## config.mk

```make
export PLATFORM = sky130hd
export DESIGN_NAME = tex_to_rgb_pipe
export DESIGN_NICKNAME = d
export VERILOG_FILES = /design/src/rtl/tex_to_rgb_pipe.sv
export SDC_FILE = /design/constraint.sdc
export NUM_CORES = 1
export LEC_CHECK = 0
export BUFFER_PORTS_ARGS = -buffer_cell sky130_fd_sc_hd__buf_2
export CAP_MARGIN = 15
export CORE_ASPECT_RATIO = 0.6
export CORE_UTILIZATION = 35
export DETAILED_ROUTE_END_ITERATION = 6
export PLACE_DENSITY = 0.54
export SYNTH_ARGS = -nofsm -noshare
export SYNTH_HDL_FRONTEND = slang
export SYNTH_SLANG_ARGS = --single-unit
```

## constraint.sdc

```tcl
create_clock -name clk -period 3.54 [get_ports clk]
set_input_delay 0 -clock clk [delete_from_list [all_inputs] [get_ports clk]]
set_output_delay 0 -clock clk [all_outputs]
set_load 0.05 [all_outputs]
```

## src/rtl/tex_to_rgb_pipe.sv

```systemverilog
// rtl/tex_to_rgb_pipe.sv - multi-lane texel to RGB converter with CLUT lookup and credit-backed output FIFO
// Delay line re-aligns raw texels with CLUT returns; occupancy credits guarantee FIFO space.
module tex_to_rgb_pipe #(
   parameter int LANES     = 2,
   parameter int CLUT_LAT  = 1,
   parameter int OUT_DEPTH = CLUT_LAT + 2
) (
   input  logic                   clk,
   input  logic                   rst,
   input  logic [1:0]             GPU_REG_TexFormat,
   input  logic                   in_valid,
   output logic                   in_ready,
   input  logic [16*LANES-1:0]    in_data,
   input  logic [2*LANES-1:0]     in_ucoord_lsb,
   input  logic [LANES-1:0]       in_lane_mask,
   output logic [LANES-1:0]       lookup_valid,
   output logic [8*LANES-1:0]     lookup_index,
   input  logic [16*LANES-1:0]    clut_value,
   output logic                   out_valid,
   input  logic                   out_ready,
   output logic [16*LANES-1:0]    out_pixel,
   output logic [LANES-1:0]       out_transparent,
   output logic [LANES-1:0]       out_lane_mask
);

   localparam int CW   = $clog2(OUT_DEPTH + 1);
   localparam int PW   = (OUT_DEPTH > 1) ? $clog2(OUT_DEPTH) : 1;
   localparam int EW   = 18 * LANES;
   localparam int TAIL = CLUT_LAT - 1;
   localparam logic [CW-1:0] DEPTH_C = CW'(OUT_DEPTH);
   localparam logic [PW-1:0] LAST_C  = PW'(OUT_DEPTH - 1);

   logic [CW-1:0]          occupancy;
   logic                   accept;
   logic                   push;
   logic                   pop;
   logic                   fifoEmpty;
   logic                   fifoFull;

   logic [CLUT_LAT-1:0]    dlValid;
   logic [CLUT_LAT-1:0]    dlDirect;
   logic [16*LANES-1:0]    dlData [CLUT_LAT];
   logic [LANES-1:0]       dlMask [CLUT_LAT];

   logic [16*LANES-1:0]    resPixel;
   logic [LANES-1:0]       resTransp;

   logic [EW-1:0]          fifoMem [OUT_DEPTH];
   logic [PW-1:0]          wrPtr;
   logic [PW-1:0]          rdPtr;
   logic [CW-1:0]          fifoCount;
   logic [EW-1:0]          headWord;

   // Credits count beats in the delay line plus FIFO, so a CLUT return always has a slot.
   assign in_ready = ~rst && (occupancy < DEPTH_C);
   assign accept   = in_valid && in_ready;

   always_ff @(posedge clk or posedge rst) begin
      if (rst) begin
         occupancy <= '0;
      end else begin
         case ({accept, pop})
            2'b10:   occupancy <= occupancy + 1'b1;
            2'b01:   occupancy <= occupancy - 1'b1;
            default: occupancy <= occupancy;
         endcase
      end
   end

   always_comb begin
      lookup_valid = '0;
      lookup_index = '0;
      for (int i = 0; i < LANES; i++) begin
         lookup_valid[i] = accept && in_lane_mask[i] && ~GPU_REG_TexFormat[1];
         if (GPU_REG_TexFormat[0]) begin
            lookup_index[8*i +: 8] = in_ucoord_lsb[2*i] ? in_data[16*i+8 +: 8] : in_data[16*i +: 8];
         end else begin
            lookup_index[8*i +: 8] = {4'h0, in_data[16*i + 4*in_ucoord_lsb[2*i +: 2] +: 4]};
         end
      end
   end

   always_ff @(posedge clk or posedge rst) begin
      if (rst) begin
         dlValid <= '0;
      end else begin
         dlValid[0] <= accept;
         for (int k = 1; k < CLUT_LAT; k++) begin
            dlValid[k] <= dlValid[k-1];
         end
      end
   end

   // Payload needs no reset: it is only consumed when the matching valid bit is set.
   always_ff @(posedge clk) begin
      dlDirect[0] <= GPU_REG_TexFormat[1];
      dlData[0]   <= in_data;
      dlMask[0]   <= in_lane_mask;
      for (int k = 1; k < CLUT_LAT; k++) begin
         dlDirect[k] <= dlDirect[k-1];
         dlData[k]   <= dlData[k-1];
         dlMask[k]   <= dlMask[k-1];
      end
   end

   always_comb begin
      resPixel  = '0;
      resTransp = '0;
      for (int i = 0; i < LANES; i++) begin
         if (!dlMask[TAIL][i]) begin
            resPixel[16*i +: 16] = 16'h0000;
            resTransp[i]         = 1'b1;
         end else begin
            resPixel[16*i +: 16] = dlDirect[TAIL] ? dlData[TAIL][16*i +: 16] : clut_value[16*i +: 16];
            resTransp[i]         = ~|resPixel[16*i +: 15];
         end
      end
   end

   assign push      = dlValid[TAIL];
   assign fifoEmpty = (fifoCount == '0);
   assign fifoFull  = (fifoCount == DEPTH_C);
   assign out_valid = ~fifoEmpty;
   assign pop       = out_valid && out_ready;

   always_ff @(posedge clk or posedge rst) begin
      if (rst) begin
         wrPtr     <= '0;
         rdPtr     <= '0;
         fifoCount <= '0;
      end else begin
         if (push) begin
            wrPtr <= (wrPtr == LAST_C) ? '0 : wrPtr + 1'b1;
         end
         if (pop) begin
            rdPtr <= (rdPtr == LAST_C) ? '0 : rdPtr + 1'b1;
         end
         case ({push, pop})
            2'b10:   fifoCount <= fifoCount + 1'b1;
            2'b01:   fifoCount <= fifoCount - 1'b1;
            default: fifoCount <= fifoCount;
         endcase
      end
   end

   always_ff @(posedge clk) begin
      if (push) begin
         fifoMem[wrPtr] <= {dlMask[TAIL], resTransp, resPixel};
      end
   end

   assign headWord        = fifoMem[rdPtr];
   assign out_pixel       = fifoEmpty ? '0 : headWord[16*LANES-1:0];
   assign out_transparent = fifoEmpty ? '0 : headWord[17*LANES-1:16*LANES];
   assign out_lane_mask   = fifoEmpty ? '0 : headWord[18*LANES-1:17*LANES];

   noPushWhenFull: assert property (@(posedge clk) disable iff (rst) !(push && fifoFull));

endmodule

```

Word-level counts from Yosys, hierarchy flattened
Memory sizes are Yosys's and may differ from the RTL's.
Cells that the tools add are included.
Widths: inputs -> output; s select.
- add/sub/neg operators: 7
- $lt $le $gt $ge: 1
- equality and inequality tests: 6
- shifts and indexed selects: 2
- multiplexer cells: 19
- bitwise operators: 3
- reductions and logical operators: 14
- operators by type and width (operator ; number):
    $mux 16 ; 4
    $mux 32 ; 1
    $mux 8 ; 4
    $shiftx 32x5->4 ; 1
    $shiftx 32x7->4 ; 1
    $reduce_or 15->1 ; 2
    $add 2x1->2 const B ; 4
    $eq 2x2->1 const B ; 4
    $mux 2 ; 4
    $pmux 2 s2 ; 2
    $logic_and 1x1->1 ; 7
    $add 5x4->6 const A ; 1
    $eq 2x1->1 const B ; 2
    $mux 1 ; 4
    $reduce_bool 2->1 ; 2
    $sub 2x1->2 const B ; 2
    $not 1->1 ; 3
    $logic_not 1->1 ; 2
    $logic_not 2->1 ; 1
    $lt 2x2->1 const B ; 1
- bits in registers: 10
- memory bits (writable): 142
- input bits: 76
- output and inout bits: 56
- word-level logic and storage cells: 61
- memories: 3
- memories (name ; words ; bits a word ; read ports ; clocked after Yosys merged registers in ; wr ports ; RTL line ; text):
    fifoMem ; 3 ; 36 ; 1 ; 0 ; 1 ; 48 ; logic [EW-1:0] fifoMem [OUT_DEPTH];
    dlData ; 1 ; 32 ; 1 ; 0 ; 1 ; 42 ; logic [16*LANES-1:0] dlData [CLUT_LAT];
    dlMask ; 1 ; 2 ; 1 ; 0 ; 1 ; 43 ; logic [LANES-1:0] dlMask [CLUT_LAT];

Depth between registers and ports, before layout
Gate-level depths: netlist of the first run.
- depth after elaboration: 5
- mapped depth: 6
- depth with buffers taken out: 6

Least setup slack after synthesis of the first run
OpenSTA, ideal clock, no wires.
- path kind: reg-to-output
- from: register occupancy[0]
- to: output lookup_valid[0]
- data arrival time: 2.694 ns
- data required time: 3.540 ns
- path slack: 0.846 ns
- cell stages (with the launch flop): 4
- path buffers: 0
- path through: dfrtp_1 -> a21oi_1 -> nand2_1 -> nor3b_1
- word-level cells in the longest chain between the ends: 5
- RTL lines (item ; RTL line ; text):
    start: declaration ; 33 ; logic [CW-1:0] occupancy;
    start signal: assignment ; 63 ; 2'b10: occupancy <= occupancy + 1'b1;
    start signal: assignment ; 64 ; 2'b01: occupancy <= occupancy - 1'b1;
    start signal: assignment ; 65 ; default: occupancy <= occupancy;
    $lt 2x2->1 ; 55 ; assign in_ready = ~rst && (occupancy < DEPTH_C);
    $logic_and 1x1->1 ; 55 ;
    net in_ready ; 12 ; output logic in_ready,
    $logic_and 1x1->1 ; 56 ; assign accept = in_valid && in_ready;
    $logic_and 1x1->1 (2 in series) ; 74 ; lookup_valid[i] = accept && in_lane_mask[i] && ~GPU_REG_TexFormat[1];
    end: declaration ; 16 ; output logic [LANES-1:0] lookup_valid,
The timed path passes the listed nets, and every way through them passes these cells.

Worst setup path after layout of the first run
- from: register rdPtr[0]
- to: output out_pixel[0]
- word-level cells in the longest chain between the ends: 2
- RTL lines (item ; RTL line ; text):
    start: declaration ; 50 ; logic [PW-1:0] rdPtr;
    start signal: assignment ; 136 ; rdPtr <= (rdPtr == LAST_C) ? '0 : rdPtr + 1'b1;
    $mem_v2 3x36 ; n/a ;
    $mux 32 ; 153 ; assign out_pixel = fifoEmpty ? '0 : headWord[16*LANES-1:0];
    end: declaration ; 21 ; output logic [16*LANES-1:0] out_pixel,
Every way passes these cells.

==> flow_summary.toml, run 1 <==
[power]
pwr-share-seq = 0.353
power.density_nw_per_um2 = 790.9
combPwrFrac = 0.363
ir_worst_vdd_uv = 355.4
p_total_mw = 6.660
swShare = 0.4012
p_leak_nw = 3.451
p_clk_frac = 0.284
switching_power_mw = 2.672
intPower_mw = 3.988

[setup_path]
start_kind = "flip-flop"
reg2reg_depth = 3
path_class = "flip-flop to primary output"
ff2ff_setup_slack_ns = 1.59
worst_ep_required_time_ns = 3.54
critPathArrivalTime_ns = 2.41
r2r_start = "wrPtr[1]"
rr_endpoint = "fifoMem[1][15]"
crit_fanout = 26
crit_path_end_kind = "primary output"

[route]
num_vias = 4474
drcViolationCount = 0
via_per_inst = 4.775
wirelength_mm = 15.93
drtIter0Drc = 272
ant_nets = 0
dr.pass1.iters = 4
wire_per_inst_um = 17.00

[clock_network]
htree_levels = 4
cts_buffers = 17
cts_setup_buffers = 0
clock_latency_ns = 0.41
cts_tree = "built"
cts.sinks = 152
root_buffer = "clkbuf_16"
path_clk_slew_ns = 0.06
cts_max_path_buffers = 2

[sta]
drv_slew = 0
post-route-min-period_ns = 2.406
max_freq_ghz = 0.4157
setup_viol = 0
grt_setup_unrepaired = "no"
finalHoldViolations = 0
worst_pin_slew_ns = 0.8149
final.period_utilization = 0.6796
max_slew_margin = 0.4567
tns_ns = 0
fin_worst_skew_ns = 0.007813

[synth]
syn_area_um2 = 6538
synth_seq_cells = 152
syn_area_per_cell_um2 = 12.60
synth_top_area_frac = 0.4961
ys_types = 32
yosysWarnings = 0
syn_inst = 519
ys_seq_area_frac = 0.6377
ys_top_cells_by_area = "edfxtp_1, mux2i_1, dfxtp_1"
yosysTopAreaCell = "edfxtp_1"
synth_nets = 597

[floorplan]
die-height_um = 107.9
die_area_um2 = 19250
coreArea_um2 = 18160
initial_core_util = 0.3599
num_rows = 38
die_w_um = 178.4
num_io_pins = 132

[global_route]
grt_pass1_vias = 4219
antenna_found_initial = 0
grt_max_degree = 50
grt_pass1_wl_mm = 23.98
grt.total_usage = 0.1726
grt-ovfl-total = 0

[flow_run]
drv_cap = 0

[min_path]
hold_path_class = "input pin to flip-flop"
min_to = "rdPtr[1]"
whs_path_depth = 4
hold_path_startpoint = "out_ready"

[finish]
layout-drive-gt1-share = 0.2582
layout_commonest_cell = "buf_2"
antenna_cells = 0
area_delta_synth_final_pct = 28.80
mostFrequentLayoutCells = "buf_2, edfxtp_1, mux2i_1, nor2_1, a21oi_1"
nNetsFinal = 762

[placed_design]
portBuffers = 131
hpwl_mm = 11.36
gp_congestion = 0.8700

[status]
status = "complete, no violations"
[through the flow]
step                setup slack [ns]    util  area, µm²  hold slack (ns)  cells
finish                         1.134  0.4636       8421          0.04232    937
global route                  0.9195  0.4636       8421          0.08848    937
CTS                            1.085  0.4636       8421          0.03806    937
detailed placement             1.520  0.4087       7423         0.006179    868
global placement               1.552  0.4087       7423        -0.003541    868
floorplan                     0.8458       -       6538          -0.1721    519
[repair_timing]
| item | CTS | global route |
|---|---|---|
| setup endpoints to repair | 0 | 0 |
| hold buffers | 37 | 0 |
| endpoints found under the hold margin | 45 | 0 |
| resized for setup | 0 | 0 |
[synth_stat cells (all sizes together)]
cell and number:
nand4 2, clkbuf 8, nor2b 40, buf 21
o21ai 2, dfxtp 35, dfrtp 9, nand2 4
nor3 10, xor2 2, nand2b 2, a211oi 8
mux2i 92, a21oi 46, a31oi 1, a21o 2
edfxtp 108, ha 2, inv 6, xnor2 4
nor4 12, nor4b 1, and3 2, o211ai 1
mux2 1, nor3b 10, or4 1, nor2 87
[flip-flops by register name, indices dropped and copies added (netlist names), 2 cells and up]
register,flops
dlData,32
dlMask,2
fifoCount,2
fifoMem,108
occupancy,2
rdPtr,2
wrPtr,2
[area by class of cell]
type / instances / area, µm²
Tap cell: 240 / 300.3
Inverter: 6 / 22.52
Multi-Input combinational cell: 332 / 2207
Fill cell: 1690 / 9742
Clock buffer: 17 / 425.4
Clock inverter: 15 / 201.4
Timing Repair Buffer: 175 / 1091
Sequential cell: 152 / 4173
[worst max path at each step]
| stage | start | endpoint | slack, ns | cells after the start |
|---|---|---|---|---|
| after floorplan | occupancy[0] | lookup_valid[0] | 0.85 | 3 |
| after global placement | rdPtr[0] | out_pixel[0] | 1.55 | 6 |
| after detailed placement | rdPtr[0] | out_pixel[0] | 1.52 | 6 |
| after CTS | rdPtr[0] | out_pixel[0] | 1.08 | 6 |
| after global routing | rdPtr[0] | out_pixel[13] | 0.92 | 6 |
| final | rdPtr[0] | out_pixel[0] | 1.13 | 6 |
[worst max-delay path, cell delays in order, from the launching register on]
cell	delay [ns]
dfrtp_2	0.86
buf_4	0.38
mux2i_1	0.21
nor2_1	0.05
a21oi_1	0.18
nor2_1	0.07
buf_2	0.23
[logic make-up after synthesis]
family | after synthesis | share of synthesized area
multiplexers | 93 | 0.1426
flip-flops | 152 | 0.6377
XOR/XNOR | 6 | 0.008038
adder cells (fa/ha/maj) | 2 | 0.003827
AO/OA/AOI/OAI | 60 | 0.05110
buffers and inverters | 35 | 0.02584
AND/OR/NAND/NOR | 171 | 0.1309
[metal layers]
metal,global-route usage,part of all wire
met1,0.2676,0.52
met2,0.2281,0.40
met3,0.04555,0.072
met4,0.05266,0.0063
met5,0,0
[power groups by stage]
stage	combinational, mW	clock [mW]	sequential, mW
floorplan	2.00	0	2.23
global placement	2.39	0	2.39
detailed placement	2.42	0	2.39
CTS	2.45	1.92	2.36
global route	2.61	2.00	2.39
finish	2.42	1.89	2.35
(Power assumes the default switching activity.)
==> inputs of run 2 (changes only) <==
- PLACE_DENSITY: 0.54 -> 0.56
- clock period: 3.54 -> 2 ns (I/O delays scaled with it)
==> run 2 against run 1 <==
Net effect: clock skew up 0.00069 ns; via count down 1.6%; clock power up 49%; combinational power up 92%; core utilization about the same.
==> flow_summary.toml, run 2 (synthesized netlist as in run 1, its figures left out) <==
[finish]
layout-drive-gt1-share = 0.2642
final_cells = 944
nFillCells = 1686
largest_reg_flops = 108
top_register = "fifoMem"
final_core_util = 0.4637
layout_commonest_cell = "buf_2"
area_delta_synth_final_pct = 28.82
reg_top3 = "fifoMem (108), dlData (32)"
final_cell_area_um2 = 8422
antenna_cells = 0
mostFrequentLayoutCells = "buf_2, edfxtp_1, mux2i_1, nor2_1, a21oi_1"
nNetsFinal = 770

[clock_network]
cts_tree = "built"
root_buffer = "clkbuf_16"
cts_setup_buffers = 0
clock_latency_ns = 0.42
path_clk_slew_ns = 0.06
cts_max_path_buffers = 2
htree_levels = 4
cts.sinks = 152
cts_buffers = 17

[setup_path]
worst_ep_required_time_ns = 2.00
critPathArrivalTime_ns = 1.87
crit_path_end_kind = "primary output"
path_class = "flip-flop to primary output"
start_kind = "flip-flop"
crit_fanout = 17

[global_route]
grt_pass1_vias = 4245
grt.total_usage = 0.1690
grt-ovfl-total = 0
grt_pass1_wl_mm = 23.81
grt_max_degree = 41
antenna_found_initial = 1

[floorplan]
num_rows = 38
die_area_um2 = 19250
coreArea_um2 = 18160
num_io_pins = 132
die-height_um = 107.9
die_w_um = 178.4
initial_core_util = 0.3599

[power]
switching_power_mw = 4.677
power.density_nw_per_um2 = 1353
combPwrFrac = 0.408
p_clk_frac = 0.246
pwr-share-seq = 0.345
intPower_mw = 6.721
swShare = 0.4103
p_leak_nw = 3.470
ir_worst_vdd_uv = 604.4

[sta]
grt_setup_unrepaired = "no"
max_freq_ghz = 0.5340
setup_viol = 0
drv_slew = 0
final.period_utilization = 0.9363
hold_slack_ns = 0.05097
max_slew_margin = 0.6268
worst_pin_slew_ns = 0.5591
fin_worst_skew_ns = 0.008506
post-route-min-period_ns = 1.873
finalHoldViolations = 0

[flow_run]
drv_cap = 0

[placed_design]
place_inst = 875
placed_cell_area_um2 = 7515
hpwl_mm = 11.29
portBuffers = 131
gp_congestion = 0.8551

[route]
ant_nets = 0
via_per_inst = 4.665
dr.pass1.iters = 4
wirelength_mm = 15.51
drtIter0Drc = 245
drcViolationCount = 0
wire_per_inst_um = 16.43
num_vias = 4404

[status]
status = "complete, no violations"

[min_path]
hold_path_class = "input pin to flip-flop"
-- run 2: changes by cell type in the layout (fill, tap and decap cells not counted), moves of 3 or more --
cell        before  now
clkinv_2         2    8
bufinv_16        4    1
clkinvlp_4       3    0
buf_4            6   10
-- run 2: worst max-delay path, cell delays in order, from the launching register on --
cell	delay [ns]
dfrtp_2	0.38
buf_6	0.24
mux2i_1	0.21
nor2_1	0.05
a21oi_1	0.27
nor2_1	0.08
buf_2	0.23
-- run 2: metrics by stage --
stage / worst slack, ns / total power, mW / setup TNS, ns
6_report: 0.1273 / 11.40 / 0
3_3_place_gp: 0.4172 / 8.591 / 0
2_1_floorplan: -0.5007 / 7.486 / -36.59
3_5_place_dp: 0.3272 / 8.644 / 0
4_1_cts: 0.01907 / 11.52 / 0
5_1_grt: 0.001764 / 11.98 / 0
-- run 2: final cells by class --
cell class                 instances  area (µm²)  share of cell area
clock buffer                      19       432.9             0.05140
clock inverter                    12       86.33             0.01025
inverter                           6       22.52            0.002674
multi-input combinational        332        2225              0.2642
sequential                       152        4173              0.4955
tap                              240       300.3             0.03566
timing repair buffer             183        1182              0.1404
-- run 2: power groups by stage --
stage	clock, mW	sequential [mW]	combinational (mW)
after floorplan	0	3.95	3.54
after global placement	0	3.98	4.61
after detailed placement	0	4.00	4.64
after CTS	2.88	3.94	4.70
after global routing	3.00	3.97	5.01
final	2.81	3.94	4.65
-- run 2: final timing paths --
path / end / depth (start not counted) / slack [ns] / start
worst max-delay path: out_pixel[2] / 6 / 0.13 / rdPtr[0]
worst min-delay path: fifoMem[1][25] / 3 / 0.05 / clut_value[25]
worst max register to register: fifoCount[1] / 5 / 0.30 / fifoCount[0]
worst min register to register: wrPtr[1] / 1 / 0.50 / wrPtr[1]
max in group asynchronous: rdPtr[0] / 3 / 1.60 / rst
min in group asynchronous: occupancy[0] / 3 / 0.11 / rst
-- run 2: metal layers --
| metal | vias to the layer above | share of wire | track usage |
|---|---|---|---|
| met3 | 16 | 0.060 | 0.04732 |
| li1 | 2238 | - | - |
| met5 | - | 0.0011 | 0 |
| met2 | 123 | 0.38 | 0.2198 |
| met1 | 2025 | 0.55 | 0.2614 |
| met4 | 2 | 0.011 | 0.05630 |
-- run 2: repair_timing --
action                     CTS  global route
hold endpoints to repair    46             0
resized for setup            0             2
setup endpoints to repair    0             5
hold buffers                38             0
==> inputs of run 3 (changes only) <==
- PLACE_DENSITY: 0.56 -> not set
==> run 3 against run 2 <==
Net effect: non-clock buffer count shrank 1; power rose by 2.9%; final cell count stayed put; die area unchanged; register-to-register slack gained 0.06 ns; largest cell class unchanged; worst hold slack worse by 0.035 ns; sequential share of layout area fell by 0.19 points; largest power group unchanged; critical endpoint is now out_pixel[11]; design area increased by 0.39%; clock skew is 0.0027 ns higher; sequential power hardly changed.
==> flow_summary.toml, run 3 (synthesized netlist as in run 1, its figures left out) <==
[clock_network]
cts_tree = "built"
cts.sinks = 152
cts_setup_buffers = 0
cts_max_path_buffers = 2
cts_buffers = 17
htree_levels = 4
path_clk_slew_ns = 0.05
root_buffer = "clkbuf_16"
clock_latency_ns = 0.41

[power]
power.density_nw_per_um2 = 1387
switching_power_mw = 4.749
p_leak_nw = 3.472
swShare = 0.4048
ir_worst_vdd_uv = 714.1
pwr-share-seq = 0.336
combPwrFrac = 0.402
intPower_mw = 6.982
p_clk_frac = 0.262

[setup_path]
critPathArrivalTime_ns = 1.87
r2r_start = "fifoCount[0]"
rr_endpoint = "fifoCount[1]"
crit_fanout = 28
crit_path_end_kind = "primary output"
critical_path.top_delay_family = "buffers and inverters"
path_buf_inv = 2
start_kind = "flip-flop"
ff2ff_setup_slack_ns = 0.36
cpMostUsedCell = "nor2_1"
reg2reg_depth = 5
cp_num_cells = 6
worst_ep_required_time_ns = 2.00
path_class = "flip-flop to primary output"
crit_path_start = "rdPtr[0]"
crit_path_top_delay_cell = "dfrtp_2"
crit_chain = "buf_12 > mux2i_1 > nor2_1 > a21oi_1 > nor2_1 > buf_2"
slowest_delay_ns = 0.39

[finish]
reg_top3 = "fifoMem (108), dlData (32)"
final_cells = 944
top_register = "fifoMem"
antenna_cells = 0
area_delta_synth_final_pct = 29.32
layout-drive-gt1-share = 0.2614
regArea_um2 = 4173
multi_input_area_um2 = 2232
final_cell_area_um2 = 8454
nNetsFinal = 769
final_core_util = 0.4655
mostFrequentLayoutCells = "buf_2, edfxtp_1, mux2i_1, nor2_1, a21oi_1"
layout_commonest_cell = "buf_2"
largest_reg_flops = 108
nFillCells = 1640

[min_path]
hold_path_class = "input pin to flip-flop"
whs_path_depth = 4
min_to = "rdPtr[1]"
hold_path_startpoint = "out_ready"

[sta]
setup_slack_ns = 0.1331
worst_pin_slew_ns = 0.6236
hold_slack_ns = 0.01554
drv_slew = 0
grt_setup_unrepaired = "no"
post-route-min-period_ns = 1.867
setup_viol = 0
final.period_utilization = 0.9335
finalHoldViolations = 0
max_freq_ghz = 0.5356
max_slew_margin = 0.5837
fin_worst_skew_ns = 0.01124

[route]
wire_per_inst_um = 16.99
ant_nets = 0
wirelength_mm = 16.03
via_per_inst = 4.739
num_vias = 4474
drtIter0Drc = 268
dr.pass1.iters = 4
drcViolationCount = 0

[floorplan]
die_w_um = 178.4
die-height_um = 107.9
initial_core_util = 0.3599
num_rows = 38
num_io_pins = 132
coreArea_um2 = 18160
die_area_um2 = 19250

[global_route]
grt-ovfl-total = 0
grt_pass1_wl_mm = 24.43
antenna_found_initial = 4
grt.total_usage = 0.1731
grt_max_degree = 38
grt_pass1_vias = 4342

[status]
status = "complete, no violations"

[flow_run]
drv_cap = 0

[placed_design]
placed_cell_area_um2 = 7502
post-place-ws_ns = 0.3704
place_inst = 875
gp_congestion = 0.8297
hpwl_mm = 11.54
portBuffers = 131
-- run 3: cell types whose count changed in the layout (fill, tap and decap cells not counted) --
cell           delta
a21oi_2           +2
clkinv_1          +3
buf_12            -1
buf_4             +2
a21oi_1           -2
dlygate4sd3_1     -1
clkbuf_1          +2
buf_6             -1
clkinvlp_4        +1
bufinv_16         +2
clkinv_2          -7
-- run 3: repair_timing --
action                                  CTS  global route
endpoints found under the setup margin    0             3
gates resized for setup                   0             3
hold endpoints to repair                 45             0
hold buffers                             37             0
-- run 3: area by class of cell --
class,instances,area share
repair buffers,182,0.1367
multi-input cells,332,0.2640
flip-flops and latches,152,0.4936
inverters,6,0.002664
clock buffers,21,0.05209
clock inverters,11,0.01539
well taps,240,0.03552
-- run 3: worst max-delay path by stage --
stage / slack (ns) / end
floorplan: -0.50 / fifoMem[1][0]
global placement: 0.42 / fifoCount[1]
detailed placement: 0.37 / fifoCount[1]
CTS: 0.07 / out_pixel[23]
global route: 0.03 / out_pixel[20]
finish: 0.13 / out_pixel[11]
-- run 3: stage by stage --
stage | power, mW | setup TNS [ns]
6_report | 11.73 | 0
5_1_grt | 12.30 | 0
4_1_cts | 11.83 | 0
3_5_place_dp | 8.701 | 0
3_3_place_gp | 8.638 | 0
2_1_floorplan | 7.486 | -36.59
-- run 3: power by group through the flow --
| stage | registers, mW | clock network, mW | logic [mW] |
|---|---|---|---|
| after CTS | 3.94 | 3.13 | 4.76 |
| after floorplan | 3.95 | 0 | 3.54 |
| after global placement | 3.98 | 0 | 4.65 |
| final | 3.94 | 3.08 | 4.71 |
| after detailed placement | 4.00 | 0 | 4.70 |
| after global routing | 3.97 | 3.28 | 5.05 |
-- run 3: worst reg2reg max path, stage by stage (launching register included) --
cell and delay, ns:
dfrtp_1 0.44, o21ai_0 0.34, inv_1 0.12, ha_1 0.34, nor2_1 0.15, xor2_1 0.17
-- run 3: routing by layer --
metal / part of all wire / track usage / vias to the layer above
met2: 0.41 / 0.2386 / 123
met5: 0.0014 / 0 / -
met1: 0.53 / 0.2607 / 2105
met3: 0.058 / 0.04767 / 15
li1: - / - / 2227
met4: 0.0067 / 0.04843 / 4
